==> src/rtl/snake_draw_pkg.sv <==
// Shared definitions for the tile drawing path: FSM state encoding, default
// tile geometry and the colour palette used by the painting controllers.
package snake_draw_pkg;

    typedef enum logic [1:0] {
        IDLE  = 2'd0,
        GRANT = 2'd1,
        DRAW  = 2'd2,
        DONE  = 2'd3
    } draw_state_e;

    localparam int TILE      = 4;
    localparam int TILE_LOG2 = $clog2(TILE);
    localparam int PIX_W     = 2 * TILE_LOG2;

    localparam logic [2:0] BLACK = 3'b000;
    localparam logic [2:0] WHITE = 3'b111;
    localparam logic [2:0] RED   = 3'b100;
    localparam logic [2:0] GREEN = 3'b010;

endpackage

==> src/rtl/draw_req_picker.sv <==
// Combinational winner selection among the tile draw requesters.
// Build option: ROUND_ROBIN_EN selects a rotating search start at rr_ptr;
// without it the lowest asserted index wins and no pointer input exists.
module draw_req_picker
    import snake_draw_pkg::*;
#(
    parameter int NUM_REQ = 4,
    parameter int IDX_W   = 2
) (
    input  logic [NUM_REQ-1:0] req,
`ifdef ROUND_ROBIN_EN
    input  logic [IDX_W-1:0]   rr_ptr,
`endif
    output logic               valid,
    output logic [IDX_W-1:0]   idx
);

`ifdef ROUND_ROBIN_EN
    // First asserted request found walking upward from rr_ptr, wrapping at NUM_REQ
    always_comb begin
        int cand;
        cand  = 0;
        valid = 1'b0;
        idx   = '0;
        for (int i = 0; i < NUM_REQ; i++) begin
            cand = (int'(rr_ptr) + i) % NUM_REQ;
            if (!valid && req[cand]) begin
                valid = 1'b1;
                idx   = IDX_W'(cand);
            end else begin
                valid = valid;
                idx   = idx;
            end
        end
    end
`else
    // Lowest asserted request index wins
    always_comb begin
        valid = 1'b0;
        idx   = '0;
        for (int i = 0; i < NUM_REQ; i++) begin
            if (!valid && req[i]) begin
                valid = 1'b1;
                idx   = IDX_W'(i);
            end else begin
                valid = valid;
                idx   = idx;
            end
        end
    end
`endif

endmodule

==> src/rtl/vga_tile_draw_arbiter.sv <==
// Shares the VGA adapter write port between the tile painters (snake, food,
// clear, score). One requester is granted, its origin and colour latched, and
// TILE*TILE plot cycles are emitted row-major, followed by a done pulse.
// Build option: ROUND_ROBIN_EN enables round-robin arbitration (default is
// fixed priority, lowest index first).
module vga_tile_draw_arbiter
    import snake_draw_pkg::*;
#(
    parameter int NUM_REQ = 4,
    parameter int X_W     = 8,
    parameter int Y_W     = 7,
    parameter int C_W     = 3,
    parameter int TILE    = snake_draw_pkg::TILE
) (
    input  logic                   clk,
    input  logic                   rst,
    input  logic [NUM_REQ-1:0]     req,
    input  logic [NUM_REQ*X_W-1:0] req_x,
    input  logic [NUM_REQ*Y_W-1:0] req_y,
    input  logic [NUM_REQ*C_W-1:0] req_colour,
    output logic [NUM_REQ-1:0]     grant,
    output logic [NUM_REQ-1:0]     done,
    output logic                   busy,
    output logic [X_W-1:0]         vga_x,
    output logic [Y_W-1:0]         vga_y,
    output logic [C_W-1:0]         vga_colour,
    output logic                   vga_plot
);

    localparam int T_LOG2 = $clog2(TILE);
    localparam int PW     = 2 * T_LOG2;
    localparam int IDX_W  = (NUM_REQ > 1) ? $clog2(NUM_REQ) : 1;
    localparam logic [PW-1:0] PIX_LAST = PW'(TILE * TILE - 1);

    draw_state_e          state_r;
    logic [PW-1:0]        pix_cnt_r;
    logic [IDX_W-1:0]     win_r;
    logic [X_W-1:0]       ox_r;
    logic [Y_W-1:0]       oy_r;
    logic [C_W-1:0]       oc_r;
    logic [NUM_REQ-1:0]   grant_r;
    logic [NUM_REQ-1:0]   done_r;
    logic                 busy_r;
    logic [X_W-1:0]       vx_r;
    logic [Y_W-1:0]       vy_r;
    logic [C_W-1:0]       vc_r;
    logic                 plot_r;

    logic                 pick_valid_s;
    logic [IDX_W-1:0]     pick_idx_s;
    logic [X_W-1:0]       sel_x_s;
    logic [Y_W-1:0]       sel_y_s;
    logic [C_W-1:0]       sel_c_s;
    logic [PW-1:0]        pix_next_s;
    logic [X_W-1:0]       draw_x_s;
    logic [Y_W-1:0]       draw_y_s;

    // One-hot vector for a requester index
    function automatic logic [NUM_REQ-1:0] idx_onehot(input logic [IDX_W-1:0] i);
        logic [NUM_REQ-1:0] v;
        v    = '0;
        v[i] = 1'b1;
        return v;
    endfunction

`ifdef ROUND_ROBIN_EN
    logic [IDX_W-1:0] rr_ptr_r;

    // Advance the search start to just past each new winner
    always_ff @(posedge clk or negedge rst) begin
        if (!rst) begin
            rr_ptr_r <= '0;
        end else if (state_r == IDLE && pick_valid_s) begin
            if (pick_idx_s == IDX_W'(NUM_REQ - 1)) begin
                rr_ptr_r <= '0;
            end else begin
                rr_ptr_r <= pick_idx_s + 1'b1;
            end
        end else begin
            rr_ptr_r <= rr_ptr_r;
        end
    end
`endif

    draw_req_picker #(
        .NUM_REQ (NUM_REQ),
        .IDX_W   (IDX_W)
    ) u_picker (
        .req    (req),
`ifdef ROUND_ROBIN_EN
        .rr_ptr (rr_ptr_r),
`endif
        .valid  (pick_valid_s),
        .idx    (pick_idx_s)
    );

    // Winner's request fields and the next pixel position inside the tile
    always_comb begin
        sel_x_s    = req_x[pick_idx_s*X_W +: X_W];
        sel_y_s    = req_y[pick_idx_s*Y_W +: Y_W];
        sel_c_s    = req_colour[pick_idx_s*C_W +: C_W];
        pix_next_s = pix_cnt_r + 1'b1;
        draw_x_s   = ox_r + X_W'(pix_next_s[T_LOG2-1:0]);
        draw_y_s   = oy_r + Y_W'(pix_next_s[PW-1:T_LOG2]);
    end

    // Arbitration FSM with request latch, pixel counter and registered outputs
    always_ff @(posedge clk or negedge rst) begin
        if (!rst) begin
            state_r   <= IDLE;
            pix_cnt_r <= '0;
            win_r     <= '0;
            ox_r      <= '0;
            oy_r      <= '0;
            oc_r      <= '0;
            grant_r   <= '0;
            done_r    <= '0;
            busy_r    <= 1'b0;
            vx_r      <= '0;
            vy_r      <= '0;
            vc_r      <= '0;
            plot_r    <= 1'b0;
        end else begin
            case (state_r)
                IDLE: begin
                    done_r    <= '0;
                    plot_r    <= 1'b0;
                    vx_r      <= '0;
                    vy_r      <= '0;
                    vc_r      <= '0;
                    pix_cnt_r <= '0;
                    if (pick_valid_s) begin
                        state_r <= GRANT;
                        win_r   <= pick_idx_s;
                        ox_r    <= sel_x_s;
                        oy_r    <= sel_y_s;
                        oc_r    <= sel_c_s;
                        grant_r <= idx_onehot(pick_idx_s);
                        busy_r  <= 1'b1;
                    end else begin
                        state_r <= IDLE;
                        grant_r <= '0;
                        busy_r  <= 1'b0;
                    end
                end
                GRANT: begin
                    state_r   <= DRAW;
                    pix_cnt_r <= '0;
                    plot_r    <= 1'b1;
                    vx_r      <= ox_r;
                    vy_r      <= oy_r;
                    vc_r      <= oc_r;
                end
                DRAW: begin
                    if (pix_cnt_r == PIX_LAST) begin
                        state_r   <= DONE;
                        pix_cnt_r <= '0;
                        plot_r    <= 1'b0;
                        vx_r      <= '0;
                        vy_r      <= '0;
                        vc_r      <= '0;
                        grant_r   <= '0;
                        done_r    <= idx_onehot(win_r);
                    end else begin
                        state_r   <= DRAW;
                        pix_cnt_r <= pix_next_s;
                        vx_r      <= draw_x_s;
                        vy_r      <= draw_y_s;
                    end
                end
                DONE: begin
                    state_r <= IDLE;
                    done_r  <= '0;
                    busy_r  <= 1'b0;
                end
                default: begin
                    state_r   <= IDLE;
                    pix_cnt_r <= '0;
                    grant_r   <= '0;
                    done_r    <= '0;
                    busy_r    <= 1'b0;
                    plot_r    <= 1'b0;
                    vx_r      <= '0;
                    vy_r      <= '0;
                    vc_r      <= '0;
                end
            endcase
        end
    end

    assign grant      = grant_r;
    assign done       = done_r;
    assign busy       = busy_r;
    assign vga_x      = vx_r;
    assign vga_y      = vy_r;
    assign vga_colour = vc_r;
    assign vga_plot   = plot_r;

endmodule

==> config.mk <==
export PLATFORM = sky130hd
export DESIGN_NAME = vga_tile_draw_arbiter
export DESIGN_NICKNAME = d
export VERILOG_FILES = /design/src/rtl/snake_draw_pkg.sv /design/src/rtl/draw_req_picker.sv /design/src/rtl/vga_tile_draw_arbiter.sv
export SDC_FILE = /design/constraint.sdc
export NUM_CORES = 1
export LEC_CHECK = 0
export ABC_AREA = 1
export CORE_MARGIN = 5
export CORE_UTILIZATION = 47
export DETAILED_ROUTE_END_ITERATION = 8
export PLACE_DENSITY_LB_ADDON = 0.08
export SYNTH_ARGS = -nofsm -noshare
export SYNTH_HDL_FRONTEND = slang
export SYNTH_SLANG_ARGS = --single-unit
==> constraint.sdc <==
create_clock -name clk -period 2.3 [get_ports clk]
set_clock_uncertainty 0.2 [all_clocks]
set_input_delay 0.46 -clock clk [delete_from_list [all_inputs] [get_ports clk]]
set_output_delay 0.46 -clock clk [all_outputs]
set_load 0.01 [all_outputs]
==> flow_metrics.tcl <==
set metrics [dict create \
    gr-total-overflow 0 \
    fmax_ghz 0.458 \
    maxCapViolCount 0 \
    syn-cell-area_mm2 0.00330 \
    syn_to_final_growth_pct 39.2 \
    power_leakage_uw 0.00219 \
    period_share_pct 95.0 \
    yosys_warnings 0 \
    syn_inst 458 \
    start_util_pct 48.4 \
    setup_viol 0 \
    cts_tree "done" \
    firstDrtPassIters 4 \
    finalMaxSlewViolations 0 \
    clkTransAtPathRegs_ns 0.09 \
    dp_cells 653 \
    cts.sinks 54 \
    antenna_left 0 \
    pin_count 106 \
    hold_viol 0 \
    root_buffer "clkbuf_8" \
    synth-async-reset-ratio_pct 100 \
    grt_max_degree 36 \
    antenna_found_initial 0 \
    ctsHtreeMaxLevel 2 \
    worst_ep_required_time_ns 2.31 \
    crit_family "adder cells" \
    drt-wirelength-per-cell_um 13.0 \
    final_common_cell "nand2_1" \
    die_x_um 93.9 \
    crit_type "reg -> reg" \
    vias 3250 \
    setup_slack_ns 0.116 \
    fin_tns_setup_ns 0 \
    clkLatencyLatePin_ns 0.32 \
    cp_max_fo 3 \
    grt_util_all_layers_pct 20.3 \
    ys_types 32 \
    rows 30 \
    chipHeight_um 93.9 \
    crit_top_cell "nand2_1" \
    ir_worst_vdd_mv 0.367 \
    synth_edf_count 0 \
    syn_area_per_cell_um2 7.21 \
    drt_first_iter_violations 111 \
    core_mm2 0.00683 \
    final_cells 663 \
    drive_above_1_share_pct 6.70 \
    power_density_mw_per_mm2 1050 \
    syn_nets 548 \
    viasPerCell 4.90 \
    synth_top_area_share_pct 40.9 \
    clockBufferDepth 2 \
    ys_seq_area_share_pct 40.9 \
    grt_pass1_vias 3114 \
    worstPathArrival_ns 2.19 \
    startpoint_type "flip-flop" \
    critPathSlowestCell "dfrtp_1" \
    ys.flop_type "dfrtp_1" \
    dp_hpwl_um 6990 \
    path_cells "ha_1 > xor2_1 > ha_1 > fa_2 > nand2_1 > nor2_1 > nand2_1 > nand2_1 > nand3_1 > nand2_1 > nand2_1 > nand2_1" \
    grt_pass1_wl_um 14500 \
    slew_headroom_pct 63.7 \
    synth_area_leader_cell "dfrtp_1" \
    ys_ff_latch 54 \
    numCtsBuffers 5 \
    numPortBuffers 105 \
    synthTopCellsByArea "dfrtp_1 41%, nand2_1 18%, nand3_1 12%" \
    dp_worst_setup_slack_ns 0.0435 \
    wl_um 8590 \
    routabilityCongestion 0.874 \
    nets 656 \
    layout_common_cells "160 x nand2_1, 104 x clkdlybuf4s50_1, 80 x nand3_1, 61 x nor2_1, 54 x dfrtp_1" \
    status "completed" \
    endpoint_kind "flip-flop" \
    worstMarginPinSlew_ns 0.541 \
    dieArea_mm2 0.00881 \
    num-fill-cells 629 \
    fin_crit_ns 2.18 \
    diodes 0 \
    hold_path_class "reg -> reg" \
    route.detailed.drc 0 \
    path_buf_inv 0 \
    cpPeakStageDelay_ns 0.42 \
    final_util_pct 67.3 \
]
-- Yosys cell counts, drive strengths merged, types with 2 or more instances --
cell type	n
nand2	164
ha	10
o31ai	5
dfrtp	54
nor2	65
o21ai	19
buf	14
fa	2
nand3	81
xor2	4
inv	26
clkbuf	5
a22oi	2
-- what timing repair did --
item	CTS	global route
hold buffers	1	0
setup buffers	0	1
hold endpoints to repair	19	0
resized for setup	0	1
setup endpoints to repair	0	3
-- kinds of logic after synthesis --
| kind of cell | Yosys count | share of synthesized area, % |
|---|---|---|
| and+or+nand+nor | 312 | 40.4 |
| buffers and inverters | 45 | 6.66 |
| AOI/OAI and AO/OA | 31 | 5.95 |
| DFF | 54 | 40.9 |
| xor gates and xnor gates | 4 | 1.06 |
| adders and majority gates | 12 | 5.00 |
-- state kept, by name, summed over array words and instances, names as in the netlist --
name	flops
busy	1
oc_r	3
oy_r	7
vga_x	8
pix_cnt_r	4
win_r	2
vga_plot	1
grant	4
ox_r	8
vga_colour	3
done	4
state_r	2
vga_y	7
-- routing by layer --
layer  track usage, %  share of wire (%)  up-vias
li1                 -                  -     1689
met1             28.2                 46     1442
met2             31.3                 45      109
met3             5.61                7.5       10
met4             5.05                1.2        0
met5                0                  0        -
-- area by class of cell --
cell class / count / area (um2) / share of cell area [%]
Clock inverter: 2 / 12.5 / 0.272
Tap cell: 96 / 120 / 2.61
Multi-Input combinational cell: 359 / 1740 / 37.7
Clock buffer: 6 / 82.6 / 1.79
Inverter: 26 / 100 / 2.18
Timing Repair Buffer: 120 / 1200 / 26.1
Sequential cell: 54 / 1350 / 29.4
-- final timing paths --
kind	cells after the start	start	to	slack (ns)
min in group asynchronous	2	rst	done[0]	0.40
max	12	pix_cnt_r[1]	vga_y[6]	0.12
max in group asynchronous	3	rst	ox_r[6]	0.96
max reg2reg	12	pix_cnt_r[1]	vga_y[6]	0.12
min	2	vga_x[3]	vga_x[3]	0.28
min reg2reg	2	vga_x[3]	vga_x[3]	0.28
-- worst reg2reg max path, stage by stage, from the launching register on --
cell     delay [ns]
dfrtp_1        0.42
ha_1           0.23
xor2_1         0.16
ha_1           0.21
fa_2           0.36
nand2_1        0.10
nor2_1         0.08
nand2_1        0.06
nand2_1        0.05
nand3_1        0.06
nand2_1        0.05
nand2_1        0.05
nand2_1        0.04
-- metrics by stage --
stage	instance area, um2	hold slack [ns]	total power (uW)
finish	4600	0.284	4810
global route	4600	0.312	5270
CTS	4590	0.289	4830
detailed placement	4490	0.229	4270
global placement	4490	0.226	4180
floorplan	3300	-0.0356	3300
-- report_power, final --
part / leakage [uW] / total (uW) / switching (uW) / internal (uW)
clock network: 0.0000472 / 557 / 315 / 243
logic: 0.00147 / 2580 / 1460 / 1110
registers: 0.000677 / 1680 / 334 / 1340
(Power assumes the default switching activity.)
